`config.mk`:
```
export PLATFORM = sky130hd
export DESIGN_NAME = hit_gen
export DESIGN_NICKNAME = d
export VERILOG_FILES = /design/src/rtl/hit_gen_pkg.sv /design/src/rtl/hit_gen_debounce.sv /design/src/rtl/hit_gen.sv
export SDC_FILE = /design/constraint.sdc
export NUM_CORES = 1
export LEC_CHECK = 0
export CORE_AREA = 5 5 82 84
export CTS_CLUSTER_DIAMETER = 80
export DETAILED_ROUTE_END_ITERATION = 16
export DIE_AREA = 0 0 87 89
export GPL_TIMING_DRIVEN = 0
export PLACE_DENSITY = 0.68
export SKIP_CTS_REPAIR_TIMING = 1
export SYNTH_ARGS = -nofsm -noshare
export SYNTH_HDL_FRONTEND = slang
export SYNTH_SLANG_ARGS = --single-unit
```
`constraint.sdc`:
```
create_clock -name CLOCK_50 -period 2.7 [get_ports CLOCK_50]
set_input_delay 0.675 -clock CLOCK_50 [delete_from_list [all_inputs] [get_ports CLOCK_50]]
set_output_delay 0.675 -clock CLOCK_50 [all_outputs]
set_load 0.01 [all_outputs]
```
`src/rtl/hit_gen_pkg.sv`:
```
// Shared types and constants for the bowling hit generator: FSM state encoding,
// default parameter values and output field widths.
package hit_gen_pkg;

    localparam int DEBOUNCE_CYCLES_DEF = 1000000;
    localparam int PINS_PER_FRAME_DEF  = 10;
    localparam int NUM_FRAMES_DEF      = 3;

    localparam int PINS_W  = 4;
    localparam int FRAME_W = 2;

    typedef enum logic [1:0] {
        PLAY = 2'd0,
        FULL = 2'd1,
        OVER = 2'd2
    } state_e;

    // Counter width for a stable-cycle count; never narrower than one bit.
    function automatic int cnt_width(input int n);
        return (n > 1) ? $clog2(n) : 1;
    endfunction

endpackage

```
`src/rtl/hit_gen_debounce.sv`:
```
// Button conditioner: 2-flop synchronizer, stable-level counter and a registered
// single-cycle pulse on each debounced press (1->0). Releases produce no event.
module hit_gen_debounce
    import hit_gen_pkg::*;
#(
    parameter int DEBOUNCE_CYCLES = DEBOUNCE_CYCLES_DEF
) (
    input  logic clk_i,
    input  logic rst_i,
    input  logic btn_n_i,
    output logic press_o
);

    localparam int CNT_W = cnt_width(DEBOUNCE_CYCLES);
    localparam logic [CNT_W-1:0] CNT_LAST = CNT_W'(DEBOUNCE_CYCLES - 1);

    logic             sync1_q, sync2_q;
    logic             stable_q, stable_d;
    logic             prev_q;
    logic             armed_q, armed_d;
    logic [1:0]       vld_q;
    logic [CNT_W-1:0] cnt_q, cnt_d;
    logic             press_q, press_d;

    always_comb begin
        stable_d = stable_q;
        cnt_d    = '0;
        if (sync2_q != stable_q) begin
            if (cnt_q == CNT_LAST) begin
                stable_d = sync2_q;
            end else begin
                cnt_d = cnt_q + 1'b1;
            end
        end
    end

    // A button already held at reset release must be seen genuinely released
    // (synchronizer output valid and debounced level high) before presses count.
    always_comb begin
        armed_d = armed_q | (vld_q[1] & stable_q & sync2_q);
        press_d = armed_q & prev_q & ~stable_q;
    end

    always_ff @(posedge clk_i or posedge rst_i) begin
        if (rst_i) begin
            sync1_q  <= 1'b1;
            sync2_q  <= 1'b1;
            stable_q <= 1'b1;
            prev_q   <= 1'b1;
            armed_q  <= 1'b0;
            vld_q    <= 2'b00;
            cnt_q    <= '0;
            press_q  <= 1'b0;
        end else begin
            sync1_q  <= btn_n_i;
            sync2_q  <= sync1_q;
            stable_q <= stable_d;
            prev_q   <= stable_q;
            armed_q  <= armed_d;
            vld_q    <= {vld_q[0], 1'b1};
            cnt_q    <= cnt_d;
            press_q  <= press_d;
        end
    end

    assign press_o = press_q;

endmodule

```
`src/rtl/hit_gen.sv`:
```
// Bowling hit generator: debounced hit/next buttons drive a PLAY/FULL/OVER
// frame FSM that emits one registered hit pulse per accepted pin.
module hit_gen
    import hit_gen_pkg::*;
#(
    parameter int DEBOUNCE_CYCLES = DEBOUNCE_CYCLES_DEF,
    parameter int PINS_PER_FRAME  = PINS_PER_FRAME_DEF,
    parameter int NUM_FRAMES      = NUM_FRAMES_DEF
) (
    input  logic               CLOCK_50,
    input  logic               reset,
    input  logic               key_n,
    input  logic               next_n,
    output logic               hit,
    output logic [PINS_W-1:0]  pins,
    output logic [FRAME_W-1:0] frame,
    output logic               game_over
);

    localparam logic [1:0] ST_PLAY = PLAY;
    localparam logic [1:0] ST_FULL = FULL;
    localparam logic [1:0] ST_OVER = OVER;

    localparam logic [PINS_W-1:0]  PINS_MAX   = PINS_W'(PINS_PER_FRAME);
    localparam logic [FRAME_W-1:0] FRAME_LAST = FRAME_W'(NUM_FRAMES - 1);

    logic key_press, next_press;

    logic [1:0]         state_q, state_d;
    logic               hit_q, hit_d;
    logic [PINS_W-1:0]  pins_q, pins_d;
    logic [FRAME_W-1:0] frame_q, frame_d;
    logic               over_q, over_d;

    hit_gen_debounce #(
        .DEBOUNCE_CYCLES (DEBOUNCE_CYCLES)
    ) u_key_debounce (
        .clk_i   (CLOCK_50),
        .rst_i   (reset),
        .btn_n_i (key_n),
        .press_o (key_press)
    );

    hit_gen_debounce #(
        .DEBOUNCE_CYCLES (DEBOUNCE_CYCLES)
    ) u_next_debounce (
        .clk_i   (CLOCK_50),
        .rst_i   (reset),
        .btn_n_i (next_n),
        .press_o (next_press)
    );

    always_comb begin
        state_d = state_q;
        hit_d   = 1'b0;
        pins_d  = pins_q;
        frame_d = frame_q;
        over_d  = over_q;

        // A coincident hit is credited to the current frame before the advance.
        if (state_q == ST_PLAY && key_press) begin
            hit_d  = 1'b1;
            pins_d = pins_q + 1'b1;
            if (pins_d == PINS_MAX) begin
                state_d = ST_FULL;
            end
        end

        if ((state_q == ST_PLAY || state_q == ST_FULL) && next_press) begin
            pins_d = '0;
            if (frame_q == FRAME_LAST) begin
                over_d  = 1'b1;
                state_d = ST_OVER;
            end else begin
                frame_d = frame_q + 1'b1;
                state_d = ST_PLAY;
            end
        end
    end

    always_ff @(posedge CLOCK_50 or posedge reset) begin
        if (reset) begin
            state_q <= ST_PLAY;
            hit_q   <= 1'b0;
            pins_q  <= '0;
            frame_q <= '0;
            over_q  <= 1'b0;
        end else begin
            state_q <= state_d;
            hit_q   <= hit_d;
            pins_q  <= pins_d;
            frame_q <= frame_d;
            over_q  <= over_d;
        end
    end

    assign hit       = hit_q;
    assign pins      = pins_q;
    assign frame     = frame_q;
    assign game_over = over_q;

endmodule

```
* Yosys cells after proc, flatten, opt, wreduce, memory -nomap -nowiden
Index checks and enable logic that the tools add are counted.
** Word-level totals
- Flip-flop bits (word level) :: 66
- Latch bits :: 0
- Memory bits (writable) :: 0
- ROM bits :: 0
- Bits of input ports :: 4
- Memories :: 0
** Cells by class
- Add/sub/neg operators :: 4
- Multiply operators :: 0
- Divide/modulo/power cells :: 0
- Order comparisons :: 0
- Eq/ne operators :: 7
- Shift operators :: 0
- Muxes and demuxes :: 11
- Bitwise gates (word level) :: 13
- Reductions and logical operators :: 11
** Operator list (number)
- 20-bit 2-to-1 mux :: 4
- 20-bit by 1-bit adder with 20-bit output (second input constant) :: 2
- 20-bit equality test (second input constant) :: 2
- 2-bit AND reduction :: 5
- 1-bit bitwise AND :: 8
- 2-bit 2-to-1 mux :: 4
- 4-bit 2-to-1 mux :: 2
- 4-bit by 1-bit adder with 4-bit output (second input constant) :: 1
- 4-bit equality test (second input constant) :: 1
- 2-bit nonzero test :: 2
- 1-bit NOT :: 3
- 2-bit by 1-bit adder with 2-bit output (second input constant) :: 1
- 2-bit by 1-bit equality test with 1-bit output (second input constant) :: 1
- 2-bit equality test (second input constant) :: 1
- 1-bit logical AND :: 2
- 2-bit logical NOT :: 1
- 1-bit != test :: 2
- 1-bit OR :: 2
- 1-bit logical OR :: 1
- 1-bit 2-to-1 mux :: 1

* Depth between registers and ports, before layout
- Depth in word-level cells :: 5
- Gate-level depth with buffers :: 6
- Mapped depth without buffers :: 5

* Cells and area by module
A second synthesis with hierarchy kept.
** Second synthesis, totals
- Cells, all modules :: 292
- Area, all modules :: 3021.6 um^2
** By module, submodules not included
- hit_gen_debounce :: times used 2, cells each 122, area each 1251.2 um^2, seq. area each 705.7 um^2
- hit_gen :: times used 1, cells each 48, area each 519.2 um^2, seq. area each 250.2 um^2

* Least setup slack after synthesis
Ideal clock, no wire load.
- Kind :: register -> register
- Start :: reg u_next_debounce.cnt_q[7]
- End :: reg u_next_debounce.cnt_q[2]
- Setup time :: 0.122 ns
- Arrival :: 1.652 ns
- Data required time :: 2.578 ns
- Setup slack :: 0.926 ns
- Cell stages (with the launch flop) :: 6
- Buffers on the path :: 1
- Period minus slack after synthesis :: 1.774 ns
- Cell sequence :: dfrtp_1 -> or4b_1 -> nor4_1 -> a41o_1 -> buf_2 -> nor2_1
** Between the ends
- Longest elaborated chain between the ends :: 3
** RTL lines
- start, declared :: line hit_gen_debounce.sv:22 : logic [CNT_W-1:0] cnt_q, cnt_d;
- start signal, assigned :: line hit_gen_debounce.sv:61 : cnt_q <= cnt_d;
- 20-bit equality test :: line hit_gen_debounce.sv:29 : if (cnt_q == CNT_LAST) begin
- 20-bit 2-to-1 mux :: line hit_gen_debounce.sv:29
- 20-bit 2-to-1 mux :: line hit_gen_debounce.sv:28 : if (sync2_q != stable_q) begin
- named net u_next_debounce.cnt_d[2] :: line hit_gen_debounce.sv:22
The timed path passes the listed nets, and every way through them passes these cells.
A chain may end at the register's enable or synchronous reset.

* Worst setup path after layout
- Start :: reg u_next_debounce.cnt_q[7]
- End :: reg u_next_debounce.cnt_q[3]
The elaborated chain is that of the path after synthesis.

==> run summary <==
outcome = finished clean
max_cap viols = 0
Diodes inserted = 0
cells on worst reg2reg path = 5
DP Wirelength = 3789 microns
first-pass GRT wire length = 9818 microns
DR WL/cell = 14.43 microns
Final setup viols = 0
Via density = 5.654
Yosys warning total = 0
Max Clock Skew = 6.875 ps
met3 Track Usage GR = 4.424%
Num CTS Buffers = 9
Setup TNS = 0 ps
post-layout worst setup margin = 589.3 ps
DRC = 0
row cnt = 28
final wirelength = 5541 microns
slew margin rel. = 63.05%
HP Start = u_next_debounce.vld_q[0]
Worst setup EP type = flop
TritonCTS clock tree = yes
Worst Path Arrival = 2320 ps
placed inst area = 0.003177 sq mm
synth unique cells = 37
hold path cells = 0
Slew Limit Fails = 0
pin count of the biggest net entering global routing = 41
worst-case hold path end point = u_key_debounce.vld_q[1]
critical path type = reg2reg
P&R area growth vs syn = 13.43%
# IOs = 12
Slew @ Worst Pin = 553.5 ps
Die X-Extent = 87 microns
clock latency at the later pin of the worst-skew pair = 330 ps
Final ANT Viol Nets = 0
P per Cell Area = 524.2 mW/mm^2
register area share after synthesis = 54.58%
DRT Pass-1 Iters = 4
grt ovf = 0
dpl ws = 622.0 ps
RSZ-0062 raised after global routing = no
die height = 89 microns
Die Area = 0.007743 sq mm
clock sink count = 64
CTS root buffer = clkbuf_8
Worst-path clk slew = 70 ps
GR Util met2 = 26.43%
leak pwr = 1.404 nW
reg-to-reg slack, setup = 590 ps
core area = 0.005851 sq mm
Post-Syn Nets = 290
gr busiest metal = met2
final hold violations = 0
Initial Utilization = 50.47%
crit share post-route = 78.17%
Critical Path RT = 2910 ps
FF-to-FF Start = u_next_debounce.cnt_q[7]
Period minus WS final = 2111 ps
CP max FO = 10
CP startpoint kind = flop
FF+latch count, synth = 64
placed cell count = 368
vias in the first global route = 2,112
Final Power = 1.756 mW
share of cells above drive strength 1 = 13.59%
Post-Syn Area = 0.002953 sq mm
Iteration-0 DRC Markers = 87
Cells after Synth = 281
r2r endpoint = u_next_debounce.cnt_q[3]
GR Util met1 = 20.76%
vias post-DR = 2,171
Max Freq = 473.8 MHz
nets = 313
gr usage total = 16.36%
Finished Layout Cells = 384
Synth Area per Inst = 10.51 sq um
clk buf depth = 2
initial antenna violation count = 0
Port Buffers = 11
VDD IR max = 0.0002879 V
GPL Wtd Cong = 0.8075
H-tree depth = 3
Hold Path Class = reg2reg
final instance area = 0.003349 sq mm
cells in the mapped netlist, drive strengths merged:
master,number,area share [%]
and4,1,0.30
and2,1,0.21
or3,9,1.9
a41o,1,0.34
ha,5,2.1
nor2b,2,0.42
xor2,15,4.4
nand3,19,3.2
o21ai,11,1.9
or4b,2,0.68
or4,10,2.8
a31o,2,0.59
conb,1,0.13
a21o,2,0.51
clkbuf,3,0.42
xnor2,14,4.2
nor3,2,0.34
dfrtp,56,47
nand4,12,3.3
a41oi,1,0.30
buf,5,0.85
o31ai,11,2.8
nand2,20,2.5
inv,6,0.76
nand2b,1,0.21
mux2,2,0.76
nor2,32,4.1
and3,3,0.64
dfstp,8,7.1
a21oi,15,2.7
nor4,8,1.7
nor3b,1,0.42
metal layers:
metal	part of all wire [%]	up-vias
li1	-	1053
met1	46	1066
met2	49	42
met3	3.7	10
met4	1.6	0
met5	0	-
final cells by class:
cell class,count,area [sq um]
fill,499,2501
buffer,8,37.54
clock buffer,10,137.6
tap,75,93.84
sequential,64,1612
timing repair buffer,12,130.1
multi-input combinational,203,1281
inverter,6,22.52
clock inverter,6,35.03
worst max-delay path by stage:
| stage | from | endpoint | slack [ps] | depth (start not counted) |
|---|---|---|---|---|
| global placement | reset | u_next_debounce.cnt_q[17] | -710 | 2 |
| finish | u_next_debounce.cnt_q[7] | u_next_debounce.cnt_q[3] | 590 | 5 |
| detailed placement | u_next_debounce.cnt_q[7] | u_next_debounce.cnt_q[15] | 620 | 5 |
| CTS | u_next_debounce.cnt_q[7] | u_next_debounce.cnt_q[3] | 600 | 5 |
| floorplan | reset | frame[0] | 440 | 1 |
| global route | u_next_debounce.cnt_q[7] | u_next_debounce.cnt_q[3] | 480 | 5 |
state kept, by name (all words and copies together) (netlist names), 2 cells and up:
| signal | cells |
|---|---|
| u_key_debounce.cnt_q | 20 |
| u_next_debounce.cnt_q | 20 |
| pins | 4 |
| frame | 2 |
| state_q | 2 |
cell usage in the layout (no fill, tap or decap), drive strengths merged, types with 2 or more instances in the layout:
master	instances
or3	9
dfstp	8
nand4	12
clkinvlp	2
a21o	2
nor3	2
clkbuf	13
o21ai	11
nor2b	2
nand2	20
clkdlybuf4s50	11
or4b	2
a21oi	15
or4	10
mux2	2
nor2	32
nor4	8
clkinv	4
inv	6
xor2	15
ha	5
dfrtp	56
nand3	19
xnor2	14
a31o	2
buf	6
o31ai	11
and3	3
metrics by stage:
| stage | hold slack, ps | util, % |
|---|---|---|
| floorplan | 331.2 | - |
| global placement | 335.1 | 53.96 |
| detailed placement | 341.3 | 54.30 |
| CTS | 357.0 | 57.25 |
| global route | 365.0 | 57.25 |
| finish | 353.3 | 57.25 |
worst max-delay path, cell delays in order (launching register included):
cell     delay, ps
dfrtp_1        460
or4b_1         520
nor4_1         430
a41o_1         250
buf_2          240
nor2_1          80
power breakdown:
part           switching (mW)  internal, mW
sequential             0.0141         0.973
combinational          0.0378        0.0179
clock                   0.362         0.351
cell families after synthesis:
| kind of cell | after synthesis | share of synthesized area (%) |
|---|---|---|
| compound gates | 43 | 9.068 |
| mux | 2 | 0.7627 |
| simple gates | 123 | 22.71 |
| xor+xnor | 29 | 8.602 |
| other cells | 1 | 0.1270 |
| flops | 64 | 54.58 |
| fa+ha+maj | 5 | 2.119 |
| buf+inv | 14 | 2.034 |
(Power assumes the default switching activity.)
